==> src/rtl/fw_sprite_pkg.sv <==
// Shared types and encodings for the sprite controller: animation states,
// move_dir codes and the frame field carried in the ROM address.
package fw_sprite_pkg;

  typedef enum logic [1:0] {
    IDLE   = 2'd0,
    WALK_A = 2'd1,
    WALK_B = 2'd2
  } anim_state_t;

  localparam logic [1:0] MOVE_IDLE  = 2'b00;
  localparam logic [1:0] MOVE_LEFT  = 2'b01;
  localparam logic [1:0] MOVE_RIGHT = 2'b10;
  localparam logic [1:0] MOVE_RSVD  = 2'b11;

  localparam logic [1:0] FRAME_IDLE   = 2'b00;
  localparam logic [1:0] FRAME_WALK_A = 2'b01;
  localparam logic [1:0] FRAME_WALK_B = 2'b10;

  // Frame 2'b11 is reserved; no state maps onto it.
  function automatic logic [1:0] frame_of(input anim_state_t s);
    case (s)
      WALK_A:  frame_of = FRAME_WALK_A;
      WALK_B:  frame_of = FRAME_WALK_B;
      default: frame_of = FRAME_IDLE;
    endcase
  endfunction

endpackage

==> src/rtl/fw_sprite_anim.sv <==
// Walk-cycle animation: state machine, per-step frame divider and facing
// register, all advanced only on frame_start from the shadowed move_dir.
module fw_sprite_anim
  import fw_sprite_pkg::*;
#(
  parameter int ANIM_DIV = 8
) (
  input  logic       Clk,
  input  logic       Reset,
  input  logic       frame_start,
  input  logic [1:0] move_dir,
  output logic [1:0] frame,
  output logic       facing_left
);

  localparam logic [7:0] DIV_LAST = 8'(ANIM_DIV - 1);

  anim_state_t state, state_nxt;
  logic [7:0]  div, div_nxt;
  logic        facing_left_nxt;
  logic        moving;

  assign moving = (move_dir == MOVE_LEFT) || (move_dir == MOVE_RIGHT);

  always_ff @(posedge Clk) begin
    if (Reset) begin
      state       <= IDLE;
      div         <= '0;
      facing_left <= 1'b0;
    end else begin
      state       <= state_nxt;
      div         <= div_nxt;
      facing_left <= facing_left_nxt;
    end
  end

  always_comb begin
    state_nxt       = state;
    div_nxt         = div;
    facing_left_nxt = facing_left;
    if (frame_start) begin
      if (move_dir == MOVE_LEFT)       facing_left_nxt = 1'b1;
      else if (move_dir == MOVE_RIGHT) facing_left_nxt = 1'b0;

      if (!moving) begin
        state_nxt = IDLE;
        div_nxt   = '0;
      end else begin
        case (state)
          IDLE: begin
            state_nxt = WALK_A;
            div_nxt   = '0;
          end
          WALK_A, WALK_B: begin
            if (div == DIV_LAST) begin
              div_nxt   = '0;
              state_nxt = (state == WALK_A) ? WALK_B : WALK_A;
            end else begin
              div_nxt = div + 8'd1;
            end
          end
          default: begin
            state_nxt = IDLE;
            div_nxt   = '0;
          end
        endcase
      end
    end
  end

  assign frame = frame_of(state);

endmodule

==> src/rtl/fw_sprite_ctrl.sv <==
// Sprite pixel pipeline: stage 0 hit test and mirrored address, stage 1
// ROM address register, stage 2 palette colour register.
module fw_sprite_ctrl
  import fw_sprite_pkg::*;
#(
  parameter int         SPR_W           = 32,
  parameter int         SPR_H           = 32,
  parameter int         ANIM_DIV        = 8,
  parameter logic [3:0] TRANSPARENT_IDX = 4'h0
) (
  input  logic        Clk,
  input  logic        Reset,
  input  logic        frame_start,
  input  logic        draw_valid,
  input  logic [9:0]  draw_x,
  input  logic [9:0]  draw_y,
  input  logic [9:0]  pos_x,
  input  logic [9:0]  pos_y,
  input  logic [1:0]  move_dir,
  output logic [11:0] rom_addr,
  input  logic [3:0]  rom_index,
  output logic [3:0]  pal_index,
  input  logic [3:0]  pal_red,
  input  logic [3:0]  pal_green,
  input  logic [3:0]  pal_blue,
  output logic        pix_valid,
  output logic        pix_hit,
  output logic [3:0]  pix_red,
  output logic [3:0]  pix_green,
  output logic [3:0]  pix_blue
);

  localparam int CW = $clog2(SPR_W);
  localparam int RW = $clog2(SPR_H);

  // Per-frame shadow of the sprite controls
  logic [9:0] sh_pos_x, sh_pos_y;
  logic [1:0] sh_move_dir;

  always_ff @(posedge Clk) begin
    if (Reset) begin
      sh_pos_x    <= '0;
      sh_pos_y    <= '0;
      sh_move_dir <= MOVE_IDLE;
    end else if (frame_start) begin
      sh_pos_x    <= pos_x;
      sh_pos_y    <= pos_y;
      sh_move_dir <= move_dir;
    end
  end

  logic [1:0] frame;
  logic       facing_left;

  fw_sprite_anim #(.ANIM_DIV(ANIM_DIV)) u_anim (
    .Clk         (Clk),
    .Reset       (Reset),
    .frame_start (frame_start),
    .move_dir    (sh_move_dir),
    .frame       (frame),
    .facing_left (facing_left)
  );

  // Stage 0: 11-bit signed offsets so a sprite hanging off any edge never
  // wraps back into view.
  logic signed [10:0] dx, dy;
  logic               in_x, in_y, hit0;
  logic [CW-1:0]      col;
  logic [RW-1:0]      row;
  logic [11:0]        addr0;

  assign dx   = $signed({1'b0, draw_x}) - $signed({1'b0, sh_pos_x});
  assign dy   = $signed({1'b0, draw_y}) - $signed({1'b0, sh_pos_y});
  assign in_x = !dx[10] && ({1'b0, dx[9:0]} < 11'(SPR_W));
  assign in_y = !dy[10] && ({1'b0, dy[9:0]} < 11'(SPR_H));
  assign hit0 = draw_valid && in_x && in_y;

  assign col   = facing_left ? (CW'(SPR_W - 1) - dx[CW-1:0]) : dx[CW-1:0];
  assign row   = dy[RW-1:0];
  assign addr0 = 12'({frame, row, col});

  // vld_pipe[0] is stage 1, vld_pipe[1] is stage 2 (pix_valid)
  logic [1:0] vld_pipe;
  logic       s1_hit;
  logic       opaque;

  assign pal_index = rom_index;
  assign opaque    = (rom_index != TRANSPARENT_IDX);
  assign pix_valid = vld_pipe[1];

  always_ff @(posedge Clk) begin
    if (Reset) begin
      vld_pipe  <= '0;
      s1_hit    <= 1'b0;
      rom_addr  <= '0;
      pix_hit   <= 1'b0;
      pix_red   <= '0;
      pix_green <= '0;
      pix_blue  <= '0;
    end else begin
      vld_pipe <= {vld_pipe[0], draw_valid};
      s1_hit   <= hit0;
      if (hit0) rom_addr <= addr0;
      pix_hit <= s1_hit && opaque;
      if (s1_hit && opaque) begin
        pix_red   <= pal_red;
        pix_green <= pal_green;
        pix_blue  <= pal_blue;
      end else begin
        pix_red   <= '0;
        pix_green <= '0;
        pix_blue  <= '0;
      end
    end
  end

endmodule

==> config.mk <==
export PLATFORM = sky130hd
export DESIGN_NAME = fw_sprite_ctrl
export DESIGN_NICKNAME = d
export VERILOG_FILES = /design/src/rtl/fw_sprite_pkg.sv /design/src/rtl/fw_sprite_anim.sv /design/src/rtl/fw_sprite_ctrl.sv
export SDC_FILE = /design/constraint.sdc
export NUM_CORES = 1
export LEC_CHECK = 0
export BUFFER_PORTS_ARGS = -buffer_cell sky130_fd_sc_hd__buf_2
export CAP_MARGIN = 20
export CORE_ASPECT_RATIO = 1.2
export CORE_UTILIZATION = 57
export CTS_CLUSTER_DIAMETER = 150
export DETAILED_ROUTE_END_ITERATION = 8
export HOLD_SLACK_MARGIN = 0.08
export PLACE_DENSITY_LB_ADDON = 0.15
export SETUP_SLACK_MARGIN = 0.15
export SLEW_MARGIN = 20
export SYNTH_ARGS = -nofsm -noshare
export SYNTH_HDL_FRONTEND = slang
export SYNTH_SLANG_ARGS = --single-unit
==> constraint.sdc <==
create_clock -name Clk -period 4.6 [get_ports Clk]
set_input_delay 0.46 -clock Clk [delete_from_list [all_inputs] [get_ports Clk]]
set_output_delay 0.46 -clock Clk [all_outputs]
set_load 0.03 [all_outputs]
Word level (Yosys, flattened, before mapping)
Index checks and enable logic that the tools add are counted.
{"block": "classes", "shifts": 0, "n_mux": 11, "n_mul": 0, "n_bitwise": 1, "eq_ne": 6, "n_lt_le_gt_ge": 2, "addsub": 4, "n_reduce_logical": 15, "n_div": 0}
{"op": "$mux W8", "count": 3}
{"op": "$sub A10 B10 Y11", "count": 2}
{"op": "$lt A10 B6 Y1 const B", "count": 2}
{"op": "$add A8 B1 Y8 const B", "count": 1}
{"op": "$eq A8 B3 Y1 const B", "count": 1}
{"op": "$pmux W2 S2", "count": 2}
{"op": "$mux W2", "count": 3}
{"op": "$logic_and A1 B1 Y1", "count": 5}
{"op": "$mux W5", "count": 1}
{"op": "$sub A5 B5 Y5 const A", "count": 1}
{"op": "$eq A2 B1 Y1 const B", "count": 2}
{"op": "$eq A2 B2 Y1 const B", "count": 2}
{"op": "$reduce_and A2 Y1", "count": 2}
{"op": "$reduce_bool A4 Y1", "count": 1}
{"op": "$reduce_or A2 Y1", "count": 2}
{"op": "$ne A3 B3 Y1 const B", "count": 1}
{"op": "$logic_not A1 Y1", "count": 2}
{"op": "$logic_not A2 Y1", "count": 1}
{"op": "$mux W1", "count": 2}
{"op": "$reduce_bool A2 Y1", "count": 1}
{"op": "$logic_or A1 B1 Y1", "count": 1}
{"op": "$not A1 Y1", "count": 1}
{"block": "word_totals", "wordCells": 52, "ram_bits": 0, "latch_bits": 0, "output_inout_bits": 30, "mem_count": 0, "romBits": 0, "reg_bits": 61}

Longest topological paths before layout
Gate-level depths: netlist of run 1.
{"block": "depth", "word_depth": 5, "depth_mapped": 11}

Cells and area by module
A second synthesis of run 1 with hierarchy kept.
{"block": "unflattened", "hier_cells": 419, "area_unflattened_um2": 3791.1}
{"mod": "fw_sprite_ctrl", "area_per_inst_um2": 3163.0, "cells_per_inst": 352, "n_inst": 1, "seq_area_each_um2": 1001.0}
{"mod": "fw_sprite_anim", "area_per_inst_um2": 628.1, "cells_per_inst": 67, "n_inst": 1, "seq_area_each_um2": 220.2}

Worst setup path before layout of run 1
No wires, ideal clock.
{"block": "synth_timing", "kind": "input port to flip-flop", "from": "in draw_x[0]", "to": "reg rom_addr[0]", "setup_slack_ns": 1.939, "t_arrival_ns": 2.540, "stages": 11, "setup_time_ns": 0.121, "n_path_buf": 1, "path_cell_list": "inv_1 > ha_1 > fa_1 > nor2b_1 > o21a_1 > o21ba_2 > o2111ai_1 > a211oi_1 > nand4_1 > buf_6 > mux2_4"}
{"block": "synth_via", "elab_chain_len": 5, "word_cells_on_any_way": 8}
{"element": "from (decl)", "line": "fw_sprite_ctrl.sv:15", "text": "input logic [9:0] draw_x,"}
{"element": "$sub A10 B10 Y11 *", "line": "fw_sprite_ctrl.sv:72", "text": "assign dx = $signed({1'b0, draw_x}) - $signed({1'b0, sh_pos_x});"}
{"element": "$lt A10 B6 Y1 or $logic_not A1 Y1 (tied branches)", "line": "fw_sprite_ctrl.sv:74", "text": "assign in_x = !dx[10] && ({1'b0, dx[9:0]} < 11'(SPR_W));"}
{"element": "$logic_and A1 B1 Y1", "line": "fw_sprite_ctrl.sv:74"}
{"element": "$logic_and A1 B1 Y1 (2 in a row)", "line": "fw_sprite_ctrl.sv:76", "text": "assign hit0 = draw_valid && in_x && in_y;"}
{"element": "to (signal assigned)", "line": "fw_sprite_ctrl.sv:103", "text": "if (hit0) rom_addr <= addr0;"}
{"element": "to (decl)", "line": "fw_sprite_ctrl.sv:20", "text": "output logic [11:0] rom_addr,"}
Mark *: on every way between the ends. The rest lies on a longest branch, timed or not.
A chain may end at the register's enable or synchronous reset.

Worst setup path after layout of run 1
{"block": "layout_timing", "from": "reg sh_pos_y[5]", "to": "reg rom_addr[7]"}
{"block": "layout_via", "elab_chain_len": 4, "word_cells_on_any_way": 5}
{"element": "from (decl)", "line": "fw_sprite_ctrl.sv:37", "text": "logic [9:0] sh_pos_x, sh_pos_y;"}
{"element": "from (signal assigned)", "line": "fw_sprite_ctrl.sv:47", "text": "sh_pos_y <= pos_y;"}
{"element": "$sub A10 B10 Y11 *", "line": "fw_sprite_ctrl.sv:73", "text": "assign dy = $signed({1'b0, draw_y}) - $signed({1'b0, sh_pos_y});"}
{"element": "$lt A10 B6 Y1 or $logic_not A1 Y1 (tied branches)", "line": "fw_sprite_ctrl.sv:75", "text": "assign in_y = !dy[10] && ({1'b0, dy[9:0]} < 11'(SPR_H));"}
{"element": "$logic_and A1 B1 Y1 *", "line": "fw_sprite_ctrl.sv:75"}
{"element": "$logic_and A1 B1 Y1 *", "line": "fw_sprite_ctrl.sv:76"}
Marks and branches as above.

==> results of run 1 <==
## area by class of cell
cell class | count | area, um^2
multi-input cells | 277 | 2030
repair buffers | 91 | 455
clock inverters | 6 | 86.3
flip-flops and latches | 61 | 1220
clock buffers | 10 | 128
well taps | 80 | 100
fillers | 475 | 1610
inverters | 29 | 109
## state kept, by name, indices dropped and copies added (netlist names)
name / flops
pix_blue: 4
pix_green: 4
pix_hit: 1
pix_red: 4
rom_addr: 12
s1_hit: 1
sh_move_dir: 2
sh_pos_x: 10
sh_pos_y: 10
u_anim.div: 8
u_anim.facing_left: 1
u_anim.state: 2
vld_pipe: 2
## report_power, final
group	leakage (nW)	internal [W]	switching, W
registers	0.496	0.000542	0.00000828
logic	1.37	0.000109	0.000128
clock network	0.107	0.000305	0.000216
## through the flow
| step | power, W | cell area, um^2 |
|---|---|---|
| 6_report | 0.00131 | 4130 |
| 5_1_grt | 0.00137 | 4130 |
| 4_1_cts | 0.00132 | 4130 |
| 3_5_place_dp | 0.000797 | 3910 |
| 3_3_place_gp | 0.000791 | 3910 |
| 2_1_floorplan | 0.000736 | 3460 |
## cell usage in the layout, fill, tap and decap left out, drive strengths merged, types with 2 or more instances in the layout
cell type / instances
and3: 4
o21ai: 9
inv: 30
and2: 12
a21o: 4
a211oi: 4
nand2b: 9
nand3: 6
a21oi: 11
o31a: 2
o2111ai: 2
clkinv: 2
ha: 27
mux2i: 26
o21a: 6
xnor2: 8
xor2: 8
a211o: 2
dfxtp: 61
nor4: 3
nor3: 9
o211ai: 3
bufinv: 2
or2b: 4
nor2: 54
o221ai: 2
nand2: 13
mux2: 10
fa: 2
nand4: 4
clkbuf: 10
buf: 91
nor2b: 17
nor3b: 2
## cell families after synthesis
group	Yosys count	synth area share, %
flip-flops	61	35.3
AO/OA/AOI/OAI	53	10.7
buffers and inverters	47	6.14
multiplexers	36	11.5
XOR/XNOR	16	4.05
adder cells (fa/ha/maj)	29	10.9
AND/OR/NAND/NOR	143	21.4
## metal layers
metal | track usage, % | part of all wire [%] | vias up
met5 | 0 | 0 | -
met2 | 37.6 | 47 | 82
li1 | - | - | 1474
met4 | 9.98 | 2.2 | 0
met1 | 28.5 | 46 | 1305
met3 | 5.79 | 4.9 | 16
## path summary, 6_finish.rpt
| path | startpoint | endpoint | depth (start not counted) |
|---|---|---|---|
| worst max-delay path | sh_pos_y[5] | rom_addr[7] | 9 |
| worst min-delay path | pal_red[3] | pix_red[3] | 2 |
| worst max register to register | sh_pos_y[5] | rom_addr[7] | 9 |
| worst min register to register | vld_pipe[0] | vld_pipe[1] | 1 |
## worst reg2reg max path, cell delays in order (launching register included)
cell      delay (ns)
dfxtp_1         0.33
inv_1           0.04
ha_1            0.39
inv_2           0.07
a221o_1         0.32
nor4_2          0.26
o211ai_1        0.17
nor4_1          0.36
nand4_1         0.72
mux2_4          0.56
==> flow_metrics.py, run 1 <==
metrics = {
    "die": {
        "fp.dieArea_mm2": 0.00639,
        "fp.dieW_um": 73.1,
        "core_mm2": 0.00574,
        "num_rows": 30,
        "dieHeight_um": 87.4,
        "initial_core_util_pct": 60.3,
        "ios": 92,
    },
    "synthesis": {
        "ys_ff_latch": 61,
        "syn_avg_cell_area_um2": 8.99,
        "ys_warn_count": 0,
        "synth_area_leader_cell": "dfxtp_1",
        "synth_ff_type": "dfxtp_1",
        "synth_edf_count": 0,
        "netlist_top_cells_area": "dfxtp_1 35%, ha_1 9.8%, mux2i_1 7.5%",
        "synth_cells": 385,
        "yosysMostFrequentCell": "dfxtp_1",
        "synthArstFlopShare_pct": 0,
        "synth_cell_types": 53,
        "synth_nets": 476,
        "yosysSeqAreaShare_pct": 35.3,
        "synth_top_area_share_pct": 35.3,
        "synthTopCellsByCount": "61 x dfxtp_1, 54 x nor2_1, 28 x inv_1",
        "synth_area_mm2": 0.00346,
    },
    "clock_tree": {
        "htreeDepth": 3,
        "insertion_delay_ns": 0.34,
        "tritoncts": "done",
        "numCtsBuffers": 9,
        "cts-resized-gates": 0,
        "cts-root-buf": "clkbuf_8",
        "cts_buffer_depth": 2,
        "cts.clk_slew.worst_paths_ns": 0.07,
        "post_cts_buffers": 0,
        "cts.sinks": 61,
        "ctsHoldBuffers": 0,
    },
    "timing": {
        "setup_viol": 0,
        "fin_crit_sh_pct": 72.6,
        "max_freq_mhz": 299,
        "finalWorstSetupSlack_ns": 1.26,
        "rsz0062_at_grt": "false",
        "hold_viol_final": 0,
        "whs_ns": 0.316,
        "finalSetupTns_ns": 0,
        "skew_ns": 0.00400,
        "slew_headroom_pct": 35.1,
        "worst_pin_slew_ns": 0.974,
        "fin_crit_ns": 3.34,
        "slew_violations": 0,
    },
    "placed_design": {
        "post-place-ws_ns": 1.07,
        "dpl.cell_count": 538,
        "finalWeightedCongestion": 0.893,
        "port_buffers": 91,
        "hpwl_mm": 5.18,
    },
    "setup_path": {
        "worstPathCellList": "inv_1 > ha_1 > inv_2 > a221o_1 > nor4_2 > o211ai_1 > nor4_1 > nand4_1 > mux2_4",
        "slowest_delay_ns": 0.72,
        "crit_slowest_cell": "nand4_1",
        "crit_fanout": 12,
        "crit_required_ns": 4.82,
        "crit_path_end_kind": "flip-flop",
        "cp_top_family": "simple AND/OR/NAND/NOR gates",
        "rrSetupSlack_ns": 1.26,
        "arrival_ns": 3.56,
        "crit_path_start_kind": "flip-flop",
        "path_buf_inv": 2,
        "crit_type": "flip-flop to flip-flop",
    },
    "run": {
        "drv_cap": 0,
    },
    "grt": {
        "grt_pass1_vias": 2638,
        "grt_overflow": 0,
        "grt_pass1_wl_mm": 11.4,
        "grt_max_degree": 57,
        "grtUsageTotal_pct": 23.0,
        "antenna_found_initial": 0,
    },
    "drt": {
        "viasPerCell": 5.19,
        "wl_per_cell_um": 12.7,
        "ant_nets": 0,
        "drtIter0Drc": 129,
        "vias": 2877,
        "drc": 0,
        "dr.pass1.iters": 4,
        "routed_wl_mm": 7.04,
    },
    "power_and_ir_drop": {
        "ir_drop_mv": 0.205,
        "powerDensity_mw_per_mm2": 317,
        "leakagePower_nw": 1.97,
    },
    "run_status": {
        "outcome": "completed",
    },
    "hold_path": {
        "hold_path.class": "primary input to flip-flop",
    },
    "finish": {
        "final_util_pct": 72.0,
        "drive_gt1_share_pct": 27.6,
        "final_cells": 554,
        "layout.nets": 560,
        "synthToLayoutAreaGrowth_pct": 19.4,
        "diodes": 0,
    },
}
(Power assumes the default switching activity.)
==> run 2, diff against run 1 <==
ABC_AREA = 1   (was unset)
CORE_UTILIZATION = 54   (was 57)
clock period = 3.19 ns   (was 4.6 ns; I/O delays follow)
==> run 2 against run 1 <==
Net effect: first-iteration DRC count is 10% lower; largest power group unchanged; critical endpoint is now rom_addr[6]; worst hold slack worse by 0.14 ns; critical path depth up 7; maximum frequency grew 37%; critical path type unchanged; clock power increased by 49%; setup slack worse by 0.51 ns; sequential share of layout area shrank 1.5 points; die area up 11%.
==> flow_metrics.py, run 2 <==
metrics = {
    "die": {
        "fp.dieW_um": 76.9,
        "fp.dieArea_mm2": 0.00707,
        "dieHeight_um": 91.9,
        "ios": 92,
        "num_rows": 32,
        "initial_core_util_pct": 56.1,
        "core_mm2": 0.00649,
    },
    "grt": {
        "grtUsageTotal_pct": 24.0,
        "grt_overflow": 0,
        "grt_max_degree": 45,
        "antenna_found_initial": 0,
        "grt_pass1_wl_mm": 13.5,
        "grt_pass1_vias": 3169,
    },
    "hold_path": {
        "hp-start": "pal_red[1]",
        "hold_depth": 3,
        "hold_path.class": "primary input to flip-flop",
        "min_to": "pix_red[1]",
    },
    "setup_path": {
        "crit_slowest_cell": "fa_1",
        "slowest_delay_ns": 0.42,
        "rrSetupSlack_ns": 0.75,
        "rr_worst_depth": 16,
        "crit_path_start_kind": "flip-flop",
        "r2r-end": "rom_addr[6]",
        "cp_common_cell": "nand2_1",
        "cp-startpoint": "sh_pos_x[0]",
        "r2r_start": "sh_pos_x[0]",
        "crit_path_end_kind": "flip-flop",
        "worstPathCellList": "ha_1 > fa_1 > inv_1 > nand2_1 > nand2_1 > nand3_1 > nand3_1 > nand2_1 > nor2_1 > nand2_1 > nor2_2 > buf_4 > nand2_1 > nor2_4 > nor2_1 > nor2_1",
        "crit_type": "flip-flop to flip-flop",
        "crit_required_ns": 3.47,
        "crit_fanout": 12,
        "arrival_ns": 2.72,
    },
    "synthesis": {
        "synth_ff_type": "dfxtp_1",
        "synth_nets": 637,
        "netlist_top_cells_area": "dfxtp_1 34%, nand2_1 13%, ha_1 9.3%",
        "ys_warn_count": 0,
        "synth_cell_types": 31,
        "synth_area_mm2": 0.00364,
        "syn_avg_cell_area_um2": 6.67,
        "synth_area_leader_cell": "dfxtp_1",
        "yosysMostFrequentCell": "nand2_1",
        "synth_top_area_share_pct": 33.6,
        "synth_edf_count": 0,
        "synth_cells": 546,
        "synthArstFlopShare_pct": 0,
        "ys_ff_latch": 61,
        "synthTopCellsByCount": "122 x nand2_1, 89 x inv_1, 76 x nor2_1",
        "yosysSeqAreaShare_pct": 33.6,
    },
    "timing": {
        "finalSetupTns_ns": 0,
        "max_freq_mhz": 410,
        "slew_headroom_pct": 48.5,
        "rsz0062_at_grt": "false",
        "skew_ns": 0.00732,
        "fin_crit_ns": 2.44,
        "fin_crit_sh_pct": 76.4,
        "hold_viol_final": 0,
        "whs_ns": 0.180,
        "setup_viol": 0,
        "slew_violations": 0,
        "worst_pin_slew_ns": 0.772,
    },
    "clock_tree": {
        "cts-resized-gates": 0,
        "numCtsBuffers": 9,
        "cts.sinks": 61,
        "cts.clk_slew.worst_paths_ns": 0.07,
        "htreeDepth": 3,
        "tritoncts": "done",
        "cts-root-buf": "clkbuf_8",
        "post_cts_buffers": 0,
        "ctsHoldBuffers": 0,
        "insertion_delay_ns": 0.34,
        "cts_buffer_depth": 2,
    },
    "drt": {
        "vias": 3514,
        "drc": 0,
        "routed_wl_mm": 7.94,
        "dr.pass1.iters": 4,
        "drtIter0Drc": 116,
        "ant_nets": 0,
        "viasPerCell": 4.87,
        "wl_per_cell_um": 11.0,
    },
    "power_and_ir_drop": {
        "leakagePower_nw": 2.29,
        "powerDensity_mw_per_mm2": 464,
        "ir_drop_mv": 0.346,
    },
    "finish": {
        "synthToLayoutAreaGrowth_pct": 19.5,
        "fillers": 630,
        "regMostFlops": "rom_addr",
        "layout.nets": 723,
        "diodes": 0,
        "layout_commonest_cell": "nand2_1",
        "largest_reg_flops": 12,
        "multi_input_area_mm2": 0.00196,
        "layout_common_cells": "122 x nand2_1, 91 x buf_2, 89 x inv_1",
        "drive_gt1_share_pct": 19.5,
        "seq_area_mm2": 0.00122,
        "top_regs": "rom_addr: 12 flops, sh_pos_x: 10 flops, sh_pos_y: 10 flops",
    },
    "placed_design": {
        "finalWeightedCongestion": 0.852,
        "port_buffers": 91,
        "hpwl_mm": 6.18,
    },
    "run_status": {
        "outcome": "completed",
    },
    "run": {
        "drv_cap": 0,
    },
}
[run 2: cell types whose count changed after synthesis, sizes merged, moves of 12 or more]
cell / delta
nor2: +26
inv: +65
o21ai: +19
mux2i: -26
nor2b: -17
nand2: +112
nand4: +16
and2: -12
a21oi: +20
nand3: +20
[run 2: critical path, delay by kind of cell (launching register included)]
kind	cells	cell delay [ns]
adders and majority gates	2	0.63
buffers and inverters	2	0.25
DFF	1	0.31
and+or+nand+nor	12	1.16
[run 2: logic make-up (layout without fill, tap and decap cells)]
group                      Yosys count  in the layout  share of synthesized area (%)
and+or+nand+nor                    265            265                           31.5
buffers and inverters              115            206                           12.6
DFF                                 61             61                           33.6
adders and majority gates           29             29                           10.4
AOI/OAI and AO/OA                   63             63                           8.90
xor gates and xnor gates            13             13                           3.13
[run 2: final cells by class]
class	count	share of cell area [%]
clock buffers	9	2.85
flip-flops and latches	61	28.1
inverters	96	8.29
well taps	85	2.45
multi-input cells	370	45.1
repair buffers	94	11.0
clock inverters	7	2.27
[run 2: per-layer routing]
metal	routed length [um]	track usage, %	vias up
met3	275	5.37	9
met4	102	7.69	0
met1	3610	28.3	1558
met5	0	0	-
met2	3950	42.6	70
li1	-	-	1877
[run 2: how the worst max path moves through the flow]
stage | end | slack [ns] | depth (start not counted)
after floorplan | rom_addr[0] | 1.10 | 17
after global placement | rom_addr[3] | 0.72 | 18
after detailed placement | rom_addr[6] | 0.66 | 18
after CTS | rom_addr[6] | 0.76 | 16
after global routing | rom_addr[6] | 0.48 | 16
final | rom_addr[6] | 0.75 | 16
[run 2: through the flow]
stage          power [W]  instances  utilization, %  setup WS (ns)  cell area (um^2)
2_1_floorplan    0.00114        546               -           1.10              3640
3_3_place_gp     0.00125        706            63.6          0.725              4130
3_5_place_dp     0.00125        706            63.6          0.655              4130
4_1_cts          0.00203        722            67.1          0.761              4350
5_1_grt          0.00213        722            67.1          0.479              4350
6_report         0.00202        722            67.1          0.754              4350
[run 2: report_power, final]
| part | total (W) | internal, W | switching (W) |
|---|---|---|---|
| registers | 0.000798 | 0.000785 | 0.0000123 |
| logic | 0.000442 | 0.000169 | 0.000273 |
| clock network | 0.000777 | 0.000445 | 0.000333 |
==> run 3, diff against run 2 <==
CORE_UTILIZATION = 48   (was 54)
clock period = 2.16 ns   (was 3.19 ns; I/O delays follow)
==> run 3 against run 2 <==
Net effect: critical path depth unchanged; sequential share of layout area fell by 2.3 points; worst hold slack lost 0.085 ns; die area rose by 12%; sequential power grew 48%; register-to-register slack got worse by 0.67 ns; clock skew is 0.0021 ns higher; first-iteration DRC count decreased by 5.2%; wire length grew 8.2%; largest power group unchanged; core utilization shrank 1.8 points; non-clock buffer count increased by 19.
==> flow_metrics.py, run 3 (same netlist as run 2, synthesis figures left out) <==
metrics = {
    "run_status": {
        "outcome": "completed",
    },
    "clock_tree": {
        "cts.sinks": 61,
        "cts-root-buf": "clkbuf_8",
        "cts.clk_slew.worst_paths_ns": 0.07,
        "tritoncts": "done",
        "cts_buffer_depth": 2,
        "insertion_delay_ns": 0.34,
        "htreeDepth": 3,
        "numCtsBuffers": 9,
    },
    "power_and_ir_drop": {
        "powerDensity_mw_per_mm2": 604,
        "leakagePower_nw": 2.38,
        "power_w": 0.00287,
        "power_switching_share_pct": 33.4,
        "power_frac_comb_pct": 27.0,
        "p_clk_share_pct": 31.9,
        "switchingPower_w": 0.000958,
        "p_int_w": 0.00191,
        "ir_drop_mv": 0.384,
        "seqPwrFrac_pct": 41.1,
    },
    "setup_path": {
        "rr_worst_depth": 16,
        "crit_path_start_kind": "flip-flop",
        "rrSetupSlack_ns": 0.09,
        "r2r_start": "sh_pos_x[0]",
        "worstPathCellList": "ha_4 > fa_2 > inv_2 > nand2_2 > nand2_4 > nand3_4 > nand2_2 > nand2_1 > nand2_1 > nand4_1 > nor2_2 > nand2_2 > nor2_4 > buf_6 > nor2_1 > nor2_1",
        "slowest_delay_ns": 0.34,
        "crit_fanout": 8,
        "crit_type": "flip-flop to flip-flop",
        "crit_path_end_kind": "flip-flop",
        "r2r-end": "rom_addr[2]",
        "cp_common_cell": "nand2_2",
        "arrival_ns": 2.35,
        "crit_slowest_cell": "dfxtp_2",
        "crit_required_ns": 2.44,
    },
    "finish": {
        "regMostFlops": "rom_addr",
        "diodes": 0,
        "top_regs": "rom_addr: 12 flops, sh_pos_x: 10 flops, sh_pos_y: 10 flops",
        "layout.nets": 742,
        "synthToLayoutAreaGrowth_pct": 30.5,
        "layout_commonest_cell": "nand2_1",
        "layout_common_cells": "117 x nand2_1, 91 x buf_2, 88 x inv_1",
        "fillers": 679,
        "final_cells": 746,
        "drive_gt1_share_pct": 25.5,
        "largest_reg_flops": 12,
    },
    "placed_design": {
        "port_buffers": 91,
        "finalWeightedCongestion": 0.888,
        "hpwl_mm": 6.29,
        "dpl.cell_count": 715,
    },
    "run": {
        "drv_cap": 0,
    },
    "drt": {
        "viasPerCell": 4.82,
        "ant_nets": 0,
        "routed_wl_mm": 8.59,
        "dr.pass1.iters": 4,
        "drtIter0Drc": 110,
        "drc": 0,
        "wl_per_cell_um": 11.5,
        "vias": 3594,
    },
    "die": {
        "fp.dieW_um": 81.5,
        "dieHeight_um": 97.4,
        "ios": 92,
        "num_rows": 34,
        "fp.dieArea_mm2": 0.00794,
        "core_mm2": 0.00727,
        "initial_core_util_pct": 50.0,
    },
    "grt": {
        "grt_pass1_vias": 3416,
        "grt_overflow": 0,
        "grtUsageTotal_pct": 23.3,
        "antenna_found_initial": 0,
        "grt_pass1_wl_mm": 14.4,
        "grt_max_degree": 45,
    },
    "hold_path": {
        "hold_depth": 3,
        "hold_path.class": "primary input to flip-flop",
        "min_to": "sh_pos_x[0]",
        "hp-start": "pos_x[0]",
    },
    "timing": {
        "max_freq_mhz": 483,
        "fin_crit_sh_pct": 95.9,
        "finalSetupTns_ns": 0,
        "setup_viol": 0,
        "rsz0062_at_grt": "true",
        "worst_pin_slew_ns": 0.390,
        "slew_headroom_pct": 74.0,
        "fin_crit_ns": 2.07,
        "skew_ns": 0.00944,
        "slew_violations": 0,
        "hold_viol_final": 0,
    },
}
run 3: layout make-up:
class	instances	area, um^2	area share (%)
well taps	90	113	2.37
flip-flops and latches	61	1220	25.8
clock buffers	9	124	2.61
inverters	96	360	7.59
clock inverters	7	51.3	1.08
repair buffers	113	663	14.0
multi-input cells	370	2210	46.6
run 3: layer usage:
| metal | wire [um] | GRT usage [%] | vias to the layer above |
|---|---|---|---|
| li1 | - | - | 1916 |
| met4 | 115 | 7.69 | 0 |
| met3 | 268 | 5.16 | 11 |
| met1 | 3890 | 27.3 | 1603 |
| met5 | 0 | 0 | - |
| met2 | 4310 | 40.7 | 64 |
run 3: worst max-delay path: cells and delay by family, from the launching register on:
| family | cells | cell delay [ns] |
|---|---|---|
| buffers and inverters | 2 | 0.21 |
| adders and majority gates | 2 | 0.50 |
| DFF | 1 | 0.34 |
| and+or+nand+nor | 12 | 0.95 |
run 3: worst max path at each step:
stage | from | to | slack, ns | cells after the start
CTS | sh_pos_x[0] | rom_addr[7] | 0.11 | 16
detailed placement | draw_x[0] | rom_addr[6] | -0.06 | 17
global route | sh_pos_x[0] | rom_addr[6] | -0.05 | 16
global placement | draw_x[0] | rom_addr[10] | 0.01 | 17
finish | sh_pos_x[0] | rom_addr[2] | 0.09 | 16
floorplan | sh_pos_x[0] | rom_addr[0] | 0.19 | 16
run 3: stage by stage:
step / util, % / hold WS, ns / area [um^2] / setup WS, ns
after floorplan: - / 0.285 / 3640 / 0.190
final: 65.3 / 0.0955 / 4750 / 0.0884
after global routing: 65.3 / 0.102 / 4750 / -0.0533
after global placement: 57.3 / 0.391 / 4170 / 0.0115
after detailed placement: 57.3 / 0.403 / 4170 / -0.0551
after CTS: 63.8 / 0.0846 / 4640 / 0.111
run 3: repair_timing:
| item | CTS | global route |
|---|---|---|
| endpoints found under the setup margin | 13 | 13 |
| setup buffers | 3 | 1 |
| hold endpoints to repair | 11 | 0 |
| hold buffers | 11 | 0 |
| resized for setup | 25 | 18 |
| gates cloned | 0 | 0 |
| pin swaps | 10 | 9 |
run 3: power by group through the flow:
stage          Sequential, W  Combinational (W)  Clock, W
2_1_floorplan        0.00120           0.000493         0
6_report             0.00118           0.000774  0.000914
4_1_cts              0.00118           0.000741  0.000944
3_5_place_dp         0.00120           0.000667         0
5_1_grt              0.00118           0.000883   0.00100
3_3_place_gp         0.00120           0.000657         0
